`config.mk`:
```
export PLATFORM = sky130hd
export DESIGN_NAME = uart_irq_ctrl
export DESIGN_NICKNAME = d
export VERILOG_FILES = /design/src/rtl/uart_irq_ctrl.sv
export SDC_FILE = /design/constraint.sdc
export NUM_CORES = 1
export LEC_CHECK = 0
export ABC_AREA = 1
export CORE_AREA = 2 2 61 63
export DETAILED_ROUTE_END_ITERATION = 8
export DIE_AREA = 0 0 63 65
export GPL_ROUTABILITY_DRIVEN = 1
export GPL_TIMING_DRIVEN = 0
export PLACE_DENSITY = 0.86
export SETUP_SLACK_MARGIN = 0.3
export SLEW_MARGIN = 15
export SYNTH_ARGS = -nofsm -noshare
export SYNTH_HDL_FRONTEND = slang
export SYNTH_SLANG_ARGS = --single-unit
```
`constraint.sdc`:
```
create_clock -name clk -period 1.59 [get_ports clk]
set_clock_uncertainty 0.2 [all_clocks]
set_input_delay 0.318 -clock clk [delete_from_list [all_inputs] [get_ports clk]]
set_output_delay 0.318 -clock clk [all_outputs]
set_load 0.01 [all_outputs]
```
`src/rtl/uart_irq_ctrl.sv`:
```
// uart_irq_ctrl
//   UART interrupt controller. The status vector is registered every cycle.
//   Error-type bits become sticky write-1-to-clear pending flags. Condition
//   bits follow the live status. Pending flags are gated by an enable
//   register, and the result drives one registered irq plus the index of the
//   highest-priority source (bit 0 is highest). After software clears a
//   pending flag, irq is held low for HOLDOFF cycles.
//
// Ports
//   clk        system clock; all state updates on posedge
//   reset      synchronous, active-high reset
//   status     raw status: 0 fe, 1 crce, 2 ore, 3 nf, 4 txi, 5 tbnf, 6 dr, 7 spare
//   ien_we     write strobe for the enable register
//   ien_wdata  new enable mask
//   clr_we     write strobe for the W1C clear
//   clr_wdata  1 = clear that pending bit (edge-mode bits only)
//   status_q   registered status
//   pending    pending flags
//   ien        enable register
//   irq        registered interrupt request
//   irq_id     index of the lowest-numbered enabled pending bit (0 if none)
//
// Handshake: this block has no valid/ready handshakes. Each write strobe is
// a single-cycle command, and it is accepted on the posedge where it is high.
module uart_irq_ctrl #(
  parameter int               WIDTH      = 8,
  parameter logic [WIDTH-1:0] LEVEL_MASK = 8'b0111_0000,
  parameter int               HOLDOFF    = 4,
  parameter int               IDW        = $clog2(WIDTH)
) (
  input  logic             clk,
  input  logic             reset,
  input  logic [WIDTH-1:0] status,
  input  logic             ien_we,
  input  logic [WIDTH-1:0] ien_wdata,
  input  logic             clr_we,
  input  logic [WIDTH-1:0] clr_wdata,
  output logic [WIDTH-1:0] status_q,
  output logic [WIDTH-1:0] pending,
  output logic [WIDTH-1:0] ien,
  output logic             irq,
  output logic [IDW-1:0]   irq_id
);

  // Wide enough to hold HOLDOFF. When HOLDOFF is 0, one bit that stays 0.
  localparam int HW = (HOLDOFF > 0) ? $clog2(HOLDOFF + 1) : 1;

  logic [WIDTH-1:0] status_prev;
  logic [WIDTH-1:0] rise;
  logic [WIDTH-1:0] clr_mask;
  logic [WIDTH-1:0] pending_nxt;
  logic [WIDTH-1:0] active;
  logic             eff_clr;
  logic [IDW-1:0]   id_nxt;
  logic [HW-1:0]    hcnt;
  logic [HW-1:0]    hcnt_nxt;

  always_comb begin
    rise     = status_q & ~status_prev;
    clr_mask = clr_we ? clr_wdata : '0;
    // A clear only counts when it actually drops an edge-mode flag that is
    // set. Clears aimed at level bits or at idle bits start no holdoff.
    eff_clr  = |(clr_mask & pending & ~LEVEL_MASK);
    // Edge bits: a rise wins over a clear in the same cycle, otherwise hold.
    pending_nxt = (LEVEL_MASK & status_q)
                | (~LEVEL_MASK & (rise | (pending & ~clr_mask)));
    active   = pending & ien;

    // Scan from the top down, so the lowest set bit is the one that is kept.
    id_nxt = '0;
    for (int i = WIDTH - 1; i >= 0; i--) begin
      if (active[i]) id_nxt = IDW'(i);
    end

    hcnt_nxt = hcnt;
    if (eff_clr)           hcnt_nxt = HW'(HOLDOFF);
    else if (hcnt != '0)   hcnt_nxt = hcnt - HW'(1);
  end

  always_ff @(posedge clk) begin
    if (reset) begin
      status_q    <= '0;
      status_prev <= '0;
      pending     <= '0;
      ien         <= '0;
      irq         <= 1'b0;
      irq_id      <= '0;
      hcnt        <= '0;
    end else begin
      status_q    <= status;
      status_prev <= status_q;
      pending     <= pending_nxt;
      if (ien_we) ien <= ien_wdata;
      // Uses the counter value from before this edge. The same-cycle clear
      // term keeps irq low on the edge where the clear lands.
      irq         <= (|active) && (hcnt == '0) && !eff_clr;
      irq_id      <= id_nxt;
      hcnt        <= hcnt_nxt;
    end
  end

endmodule

```
# Word level (Yosys, flattened, before mapping)
# Index checks and enable logic that the tools add are counted.
[totals]
ff_bits = 39
latch_bits = 0
ram_bits = 0
romBits = 0
input_bits = 28
out_inout_bits = 28
wordCells = 41
memories = 0
[op_classes]
addsub = 1
mul = 0
div_mod_pow = 0
order_cmp = 0
eq_ne = 0
shifts = 0
muxes = 10
bitwise = 8
reduce_logical = 12
[op_table]
columns = ["cell", "n"]
rows = [
  ["$and 8x8->8", 4],
  ["$mux 3", 6],
  ["$not 8->8", 2],
  ["$reduce_or 5->1", 2],
  ["$mux 8", 1],
  ["$or 7x8->8", 1],
  ["$or 8x8->8", 1],
  ["$reduce_or 8->1", 1],
  ["$reduce_or 6->1", 1],
  ["$mux 2", 2],
  ["$logic_not 3->1", 1],
  ["$reduce_bool 3->1", 1],
  ["$reduce_or 3->1", 1],
  ["$sub 3x1->3 const B", 1],
  ["$logic_and 1x1->1", 2],
  ["$reduce_bool 2->1", 1],
  ["$reduce_or 2->1", 1],
  ["$logic_not 1->1", 1],
  ["$mux 1", 1],
]

# Logic depth before layout (Yosys ltp)
# Gate-level depths: netlist (run 1).
[depth]
ltp_word = 8
ltp_mapped = 8
mapped_depth_nobuf = 8

# Worst setup path after synthesis (run 1)
# OpenSTA, ideal clock, no wires.
[synth_timing]
kind = "flip-flop to flip-flop"
start = "register hcnt[0]"
end = "register hcnt[2]"
setup_ps = 113
arrival_time_ps = 1100
required_time_ps = 1277
path_slack_ps = 177
path_stages_with_launch = 8
path_buffers = 0
synth_period_minus_slack_ps = 1413
cell_sequence = "dfxtp_1 inv_1 ha_1 ha_1 nor2_1 a21oi_1 o21ai_1 inv_1"
[synth_via]
elab_chain_cells = 3
elab_cells_between_ends = 5
cone_classes = "1 x add/sub; 2 x mux; 2 x reduce/logical"
[synth_rtl]
columns = ["element", "line_no", "text"]
rows = [
  ["start: declaration", "55", "logic [HW-1:0] hcnt;"],
  ["start signal: assignment", "98", "hcnt <= hcnt_nxt;"],
  ["$sub 3x1->3", "77", "else if (hcnt != '0) hcnt_nxt = hcnt - HW'(1);"],
  ["$mux 3", "77", ""],
  ["$mux 3", "76", "if (eff_clr) hcnt_nxt = HW'(HOLDOFF);"],
]
# Several ways; a longest one is shown, not always the timed one. The select of a mux whose other input is x is not followed.
# A chain may end at the register's enable or synchronous reset.

# Worst setup path after layout (run 1)
[layout_timing]
start = "register pending[4]"
end = "output pending[4]"
[layout_rtl]
columns = ["element", "line_no", "text"]
rows = [
  ["start: declaration", "39", "output logic [WIDTH-1:0] pending,"],
  ["start signal: assignment", "92", "pending <= pending_nxt;"],
]
# No word-level cell between the ends.

==> metrics.csv, run 1 <==
stage;metric;value;unit
status;status;completed;
route;metal2 WL;1890;um
route;wl on met1;1340;um
route;starting DRC count in detailed routing;49;
sta;worst setup margin;174;ps
sta;unrepaired setup endpoints after global routing;yes;
sta;hold slack final;98.3;ps
synth;Syn Nets;203;
route;DRT Wirelength;3610;um
synth;Synth Instances;172;
clock_network;root buffer selected by CTS;clkbuf_4;
route;uppermost routed layer;met4;
floorplanning;Initial Utilization;0.397;
global_route;largest net degree at the start of global routing;12;
sta;part of the cycle the worst path needs;0.890;
sta;Worst-Margin Slew;348;ps
floorplanning;Top Ports;56;
route;vias per std cell;4.57;
sta;Fmax;706;MHz
route;met3 WL;240;um
sta;Slew Viols, Final;0;
place;GPL Wtd Cong;0.810;
worst_hold_path;Hold Path Origin;clr_we;
route;routed len/inst;12.2;um
floorplanning;die area;4100;um^2
floorplanning;Die Span Y;65;um
synth;Synth cell types;22;
clock_network;Max Buffers Root-to-Sink;2;
place;HPWL after DPL;2330;um
final_layout;area delta synth->final;68.6;%
clock_network;TritonCTS Sinks;36;
critical_path;CP Data Required Time;1070;ps
synth;register area share after synthesis;0.520;
place;placed instance count;271;
floorplanning;core area;3500;um^2
clock_network;Worst-path clk slew;110;ps
critical_path;CP startpoint kind;flop;
global_route;total grt overflow;0;
clock_network;H-tree levels;2;
synth;synthesized area per cell;8.06;um^2
sta;fin crit period;1420;ps
sta;Slew HR;0.768;
critical_path;R2R Path Start;hcnt[1]$_SDFFE_PP0P_;
critical_path;critical path fanouts, max;2;
critical_path;crit path launch;pending[4]$_SDFF_PP0_;
route;Vias;1348;
final_layout;Finished Layout Cells;295;
final_layout;filler cell count;285;
pwr;VDD IR max;0.488;mV
synth;Netlist Area Pre-Place;1390;um^2
final_layout;fin nets;277;
clock_network;Clock Latency Late Sink;350;ps
clock_network;CTS tree;done;
pwr;P per Cell Area;936;nW/um^2
synth;synthesized flop and latch total;36;
place;Place WS;-132;ps
worst_hold_path;HP Class;in -> reg;
sta;Final setup viols;0;
route;antenna-violating nets left;0;
floorplanning;DIE WIDTH;63;um
global_route;vias in the first global route;1342;
floorplanning;row count;22;
critical_path;CP Class;reg -> out;
final_layout;ANT cells;0;
final_layout;layout cells sized above 1;0.474;
sta;final setup TNS;0;ps
route;DRT Pass-1 Iters;4;
pwr;Static Leak;1.12;nW
clock_network;number of buffers created by CTS;5;
critical_path;crit path capture type;output port;
global_route;Total GRT Usage;0.181;
synth;Synth Warn #;0;
global_route;antenna violations before repair;0;
critical_path;worst endpoint data arrival time;900;ps
flow_run;number of max-cap violations;0;
global_route;first-pass GRT wire length;5630;um
place;buffers added on ports;51;
route;Post-route DRC;0;
sta;Final Hold Viols;0;
pwr;total power;0.00219;W
[cell type report]
class,count,area [um^2],share of cell area
Tap cell,48,60.1,0.0257
Timing Repair Buffer,67,664,0.284
Clock inverter,2,10.0,0.00428
Inverter,26,97.6,0.0418
Sequential cell,36,762,0.326
Multi-Input combinational cell,100,596,0.255
Clock buffer,6,51.3,0.0219
Buffer,10,96.3,0.0412
[through the flow]
| stage | cell area (um^2) | utilization |
|---|---|---|
| CTS | 2230 | 0.637 |
| floorplan | 1410 | - |
| detailed placement | 1980 | 0.567 |
| global route | 2340 | 0.669 |
| finish | 2340 | 0.669 |
| global placement | 1980 | 0.567 |
[metal layers]
layer | track usage | vias to the layer above
li1 | - | 679
met1 | 0.175 | 612
met2 | 0.324 | 43
met3 | 0.0764 | 14
met4 | 0.0972 | 0
met5 | 0 | -
[cells by family after synthesis]
family | after synthesis | share of synthesized area
buf+inv | 36 | 0.124
simple gates | 77 | 0.245
compound gates | 19 | 0.0785
xor+xnor | 1 | 0.00632
fa+ha+maj | 3 | 0.0271
flops | 36 | 0.520
[layout by cell type (no fill, tap or decap)]
cell type / count
nor2_1: 37
buf_6: 36
o21ai_2: 1
o21ai_1: 8
ha_4: 3
nand2_1: 17
nor3b_2: 1
nand4_4: 1
a21oi_1: 2
dfxtp_4: 2
nor2_2: 1
xor2_2: 1
buf_4: 15
clkbuf_4: 5
dfxtp_2: 27
nand3_1: 8
nand2_4: 2
o31ai_1: 5
clkbuf_8: 1
nand3_2: 4
buf_2: 3
dfxtp_1: 7
inv_2: 6
a31oi_1: 1
clkinv_2: 2
clkdlybuf4s50_1: 21
nand2_2: 4
a21oi_2: 1
nor2_4: 1
inv_1: 20
nand4_1: 1
o21ai_0: 1
dlygate4sd2_1: 2
[what timing repair did]
action / 4_1_cts / 5_1_grt
hold buffers: 0 / 0
gates cloned: 0 / 0
pin swaps: 3 / 9
resized for setup: 173 / 26
endpoints found under the setup margin: 38 / 33
buffers inserted: 15 / 1
[power by group]
group / switching, W / total, W / internal [W]
registers: 0.0000523 / 0.00104 / 0.000988
clock network: 0.000303 / 0.000514 / 0.000210
logic: 0.000292 / 0.000634 / 0.000343
[path summary, 6_finish.rpt]
check | endpoint | slack, ps | depth (start not counted)
worst max-delay path | pending[4] | 170 | 2
worst min-delay path | pending[0]$_SDFF_PP0_ | 100 | 4
worst max register to register | hcnt[2]$_SDFFE_PP0P_ | 250 | 7
worst min register to register | pending[0]$_SDFF_PP0_ | 210 | 1
[synthesized netlist by cell type]
master,number,area share
nor2_1,38,0.10
nor3b_1,1,0.0054
o21ai_1,8,0.029
a31oi_1,1,0.0045
nand2_1,22,0.060
ha_1,3,0.027
buf_2,2,0.0072
o21ai_0,2,0.0072
nand2_4,1,0.0081
nor2_2,1,0.0045
dfxtp_1,36,0.52
nand3_1,10,0.036
a21oi_1,3,0.011
nand4_2,1,0.0090
nand3_2,2,0.014
buf_6,1,0.0081
o31ai_1,5,0.027
inv_1,24,0.065
nand4_1,1,0.0045
buf_4,7,0.038
inv_2,2,0.0054
xor2_1,1,0.0063
[critical path, cell delays in order, from the launching register on]
cell and delay, ps:
dfxtp_2 340, buf_6 100, buf_6 110
[flip-flops by register name, summed over array words and instances (netlist names)]
name and cells:
hcnt 3, ien 8, irq 1, irq_id 3
pending 8, status_prev 5, status_q 8
No activity file was read; power rests on OpenSTA's default activity.
==> run 2: changes to the inputs <==
- PLACE_DENSITY: 0.86 -> 0.74
==> metrics.csv, run 2 (synthesis gave the netlist of run 1 again) <==
stage;metric;value;unit
sta;Final Hold Viols;0;
final_layout;filler cell count;313;
final_layout;commonest non-fill, non-tap cells in the layout;nor2_1 (36), buf_6 (34), dfxtp_2 (28);
place;buffers added on ports;51;
flow_run;number of max-cap violations;0;
clock_network;number of buffers created by CTS;5;
floorplanning;core area;3500;um^2
floorplanning;Initial Utilization;0.397;
final_layout;sequential cell area;756;um^2
route;wl on met1;1350;um
place;GPL Wtd Cong;0.774;
sta;fin crit period;1390;ps
critical_path;worst endpoint data arrival time;870;ps
route;Post-route DRC;0;
final_layout;Finished Layout Cells;296;
route;DRT Wirelength;3120;um
critical_path;CP startpoint kind;flop;
route;Vias;1289;
global_route;total grt overflow;0;
clock_network;Worst-path clk slew;100;ps
final_layout;layout cells sized above 1;0.444;
status;status;completed;
route;uppermost routed layer;met4;
final_layout;area delta synth->final;65.8;%
clock_network;TritonCTS Sinks;36;
pwr;P per Cell Area;977;nW/um^2
sta;Worst-Margin Slew;311;ps
final_layout;ANT cells;0;
route;antenna-violating nets left;0;
global_route;Total GRT Usage;0.165;
sta;Fmax;720;MHz
final_layout;commonest non-fill, non-tap cell in the layout;nor2_1;
floorplanning;Top Ports;56;
floorplanning;DIE WIDTH;63;um
sta;Slew Viols, Final;0;
place;HPWL after DPL;2240;um
global_route;vias in the first global route;1271;
global_route;antenna violations before repair;0;
route;met3 WL;194;um
worst_hold_path;HP Class;in -> reg;
clock_network;hold-fix buffer count after cts;0;
clock_network;Clock Latency Late Sink;320;ps
critical_path;CP Class;reg -> out;
global_route;largest net degree at the start of global routing;11;
pwr;VDD IR max;0.605;mV
pwr;Static Leak;1.10;nW
clock_network;H-tree levels;2;
floorplanning;row count;22;
pwr;total power;0.00224;W
critical_path;CP Data Required Time;1070;ps
sta;Final setup viols;0;
route;metal2 WL;1560;um
critical_path;critical path fanouts, max;2;
route;vias per std cell;4.35;
route;DRT Pass-1 Iters;4;
clock_network;root buffer selected by CTS;clkbuf_4;
sta;worst setup margin;201;ps
final_layout;Largest regs;ien (8), pending (8), status_q (8);
floorplanning;die area;4100;um^2
sta;part of the cycle the worst path needs;0.874;
final_layout;area of the multi-input gates;564;um^2
route;routed len/inst;10.5;um
critical_path;crit path capture type;output port;
place;Place WS;-93.6;ps
floorplanning;Die Span Y;65;um
sta;Slew HR;0.793;
final_layout;fin nets;278;
sta;unrepaired setup endpoints after global routing;yes;
route;starting DRC count in detailed routing;46;
clock_network;Max Buffers Root-to-Sink;2;
clock_network;CTS tree;done;
place;placed instance count;271;
global_route;first-pass GRT wire length;5380;um
==> run 2: cell types whose count changed in the layout (fill, tap and decap cells not counted), sizes merged <==
cell / delta
clkinv: -2
dlygate4sd2: -1
dlymetal6s2s: +1
clkbuf: +2
buf: +1
==> run 2: final timing paths <==
check	cells after the start	endpoint	slack (ps)	from
worst max-delay path	2	pending[6]	200	pending[6]$_SDFF_PP0_
worst min-delay path	2	pending[7]$_SDFF_PP0_	100	reset
worst max register to register	6	hcnt[0]$_SDFFE_PP0P_	240	hcnt[1]$_SDFFE_PP0P_
worst min register to register	1	pending[0]$_SDFF_PP0_	210	status_prev[0]$_SDFF_PP0_
==> run 2: report_power, final <==
| group | internal (W) | switching [W] | total (W) |
|---|---|---|---|
| sequential | 0.000989 | 0.0000507 | 0.00104 |
| combinational | 0.000403 | 0.000313 | 0.000716 |
| clock | 0.000218 | 0.000270 | 0.000489 |
| total | 0.00161 | 0.000634 | 0.00224 |
==> run 2: cell type report <==
class                   count  area share
flip-flops and latches     36       0.329
repair buffers             68       0.290
multi-input cells         100       0.246
inverters                  26      0.0425
plain buffers              10      0.0419
well taps                  48      0.0261
clock buffers               8      0.0256
==> run 2: layer usage <==
metal  global-route usage  vias to the layer above
met3               0.0399                        2
met2                0.299                       43
met4               0.0583                        0
met5                    0                        -
li1                     -                      679
met1                0.189                      565
==> run 2: what timing repair did <==
item	4_1_cts	5_1_grt
setup endpoints to repair	37	43
setup buffers	16	1
gates cloned	0	0
resized for setup	175	13
pin swaps	4	4
==> run 2: worst max-delay path, stage by stage (launching register included) <==
cell     delay, ps
dfxtp_2        340
buf_6          110
buf_6          110
==> run 2: stage by stage <==
| stage | TNS, ps | hold slack (ps) | utilization | area (um^2) |
|---|---|---|---|---|
| 4_1_cts | 0 | 99.8 | 0.644 | 2250 |
| 5_1_grt | 0 | 101 | 0.657 | 2300 |
| 2_1_floorplan | 0 | 195 | - | 1410 |
| 3_5_place_dp | -781 | 208 | 0.567 | 1980 |
| 6_report | 0 | 99.7 | 0.657 | 2300 |
| 3_3_place_gp | -693 | 198 | 0.567 | 1980 |
==> run 3: changes to the inputs <==
- SLEW_MARGIN: 15 -> 20
==> results of run 3 <==
No change in the layout: final DEF, timing and power equal those of run 2.
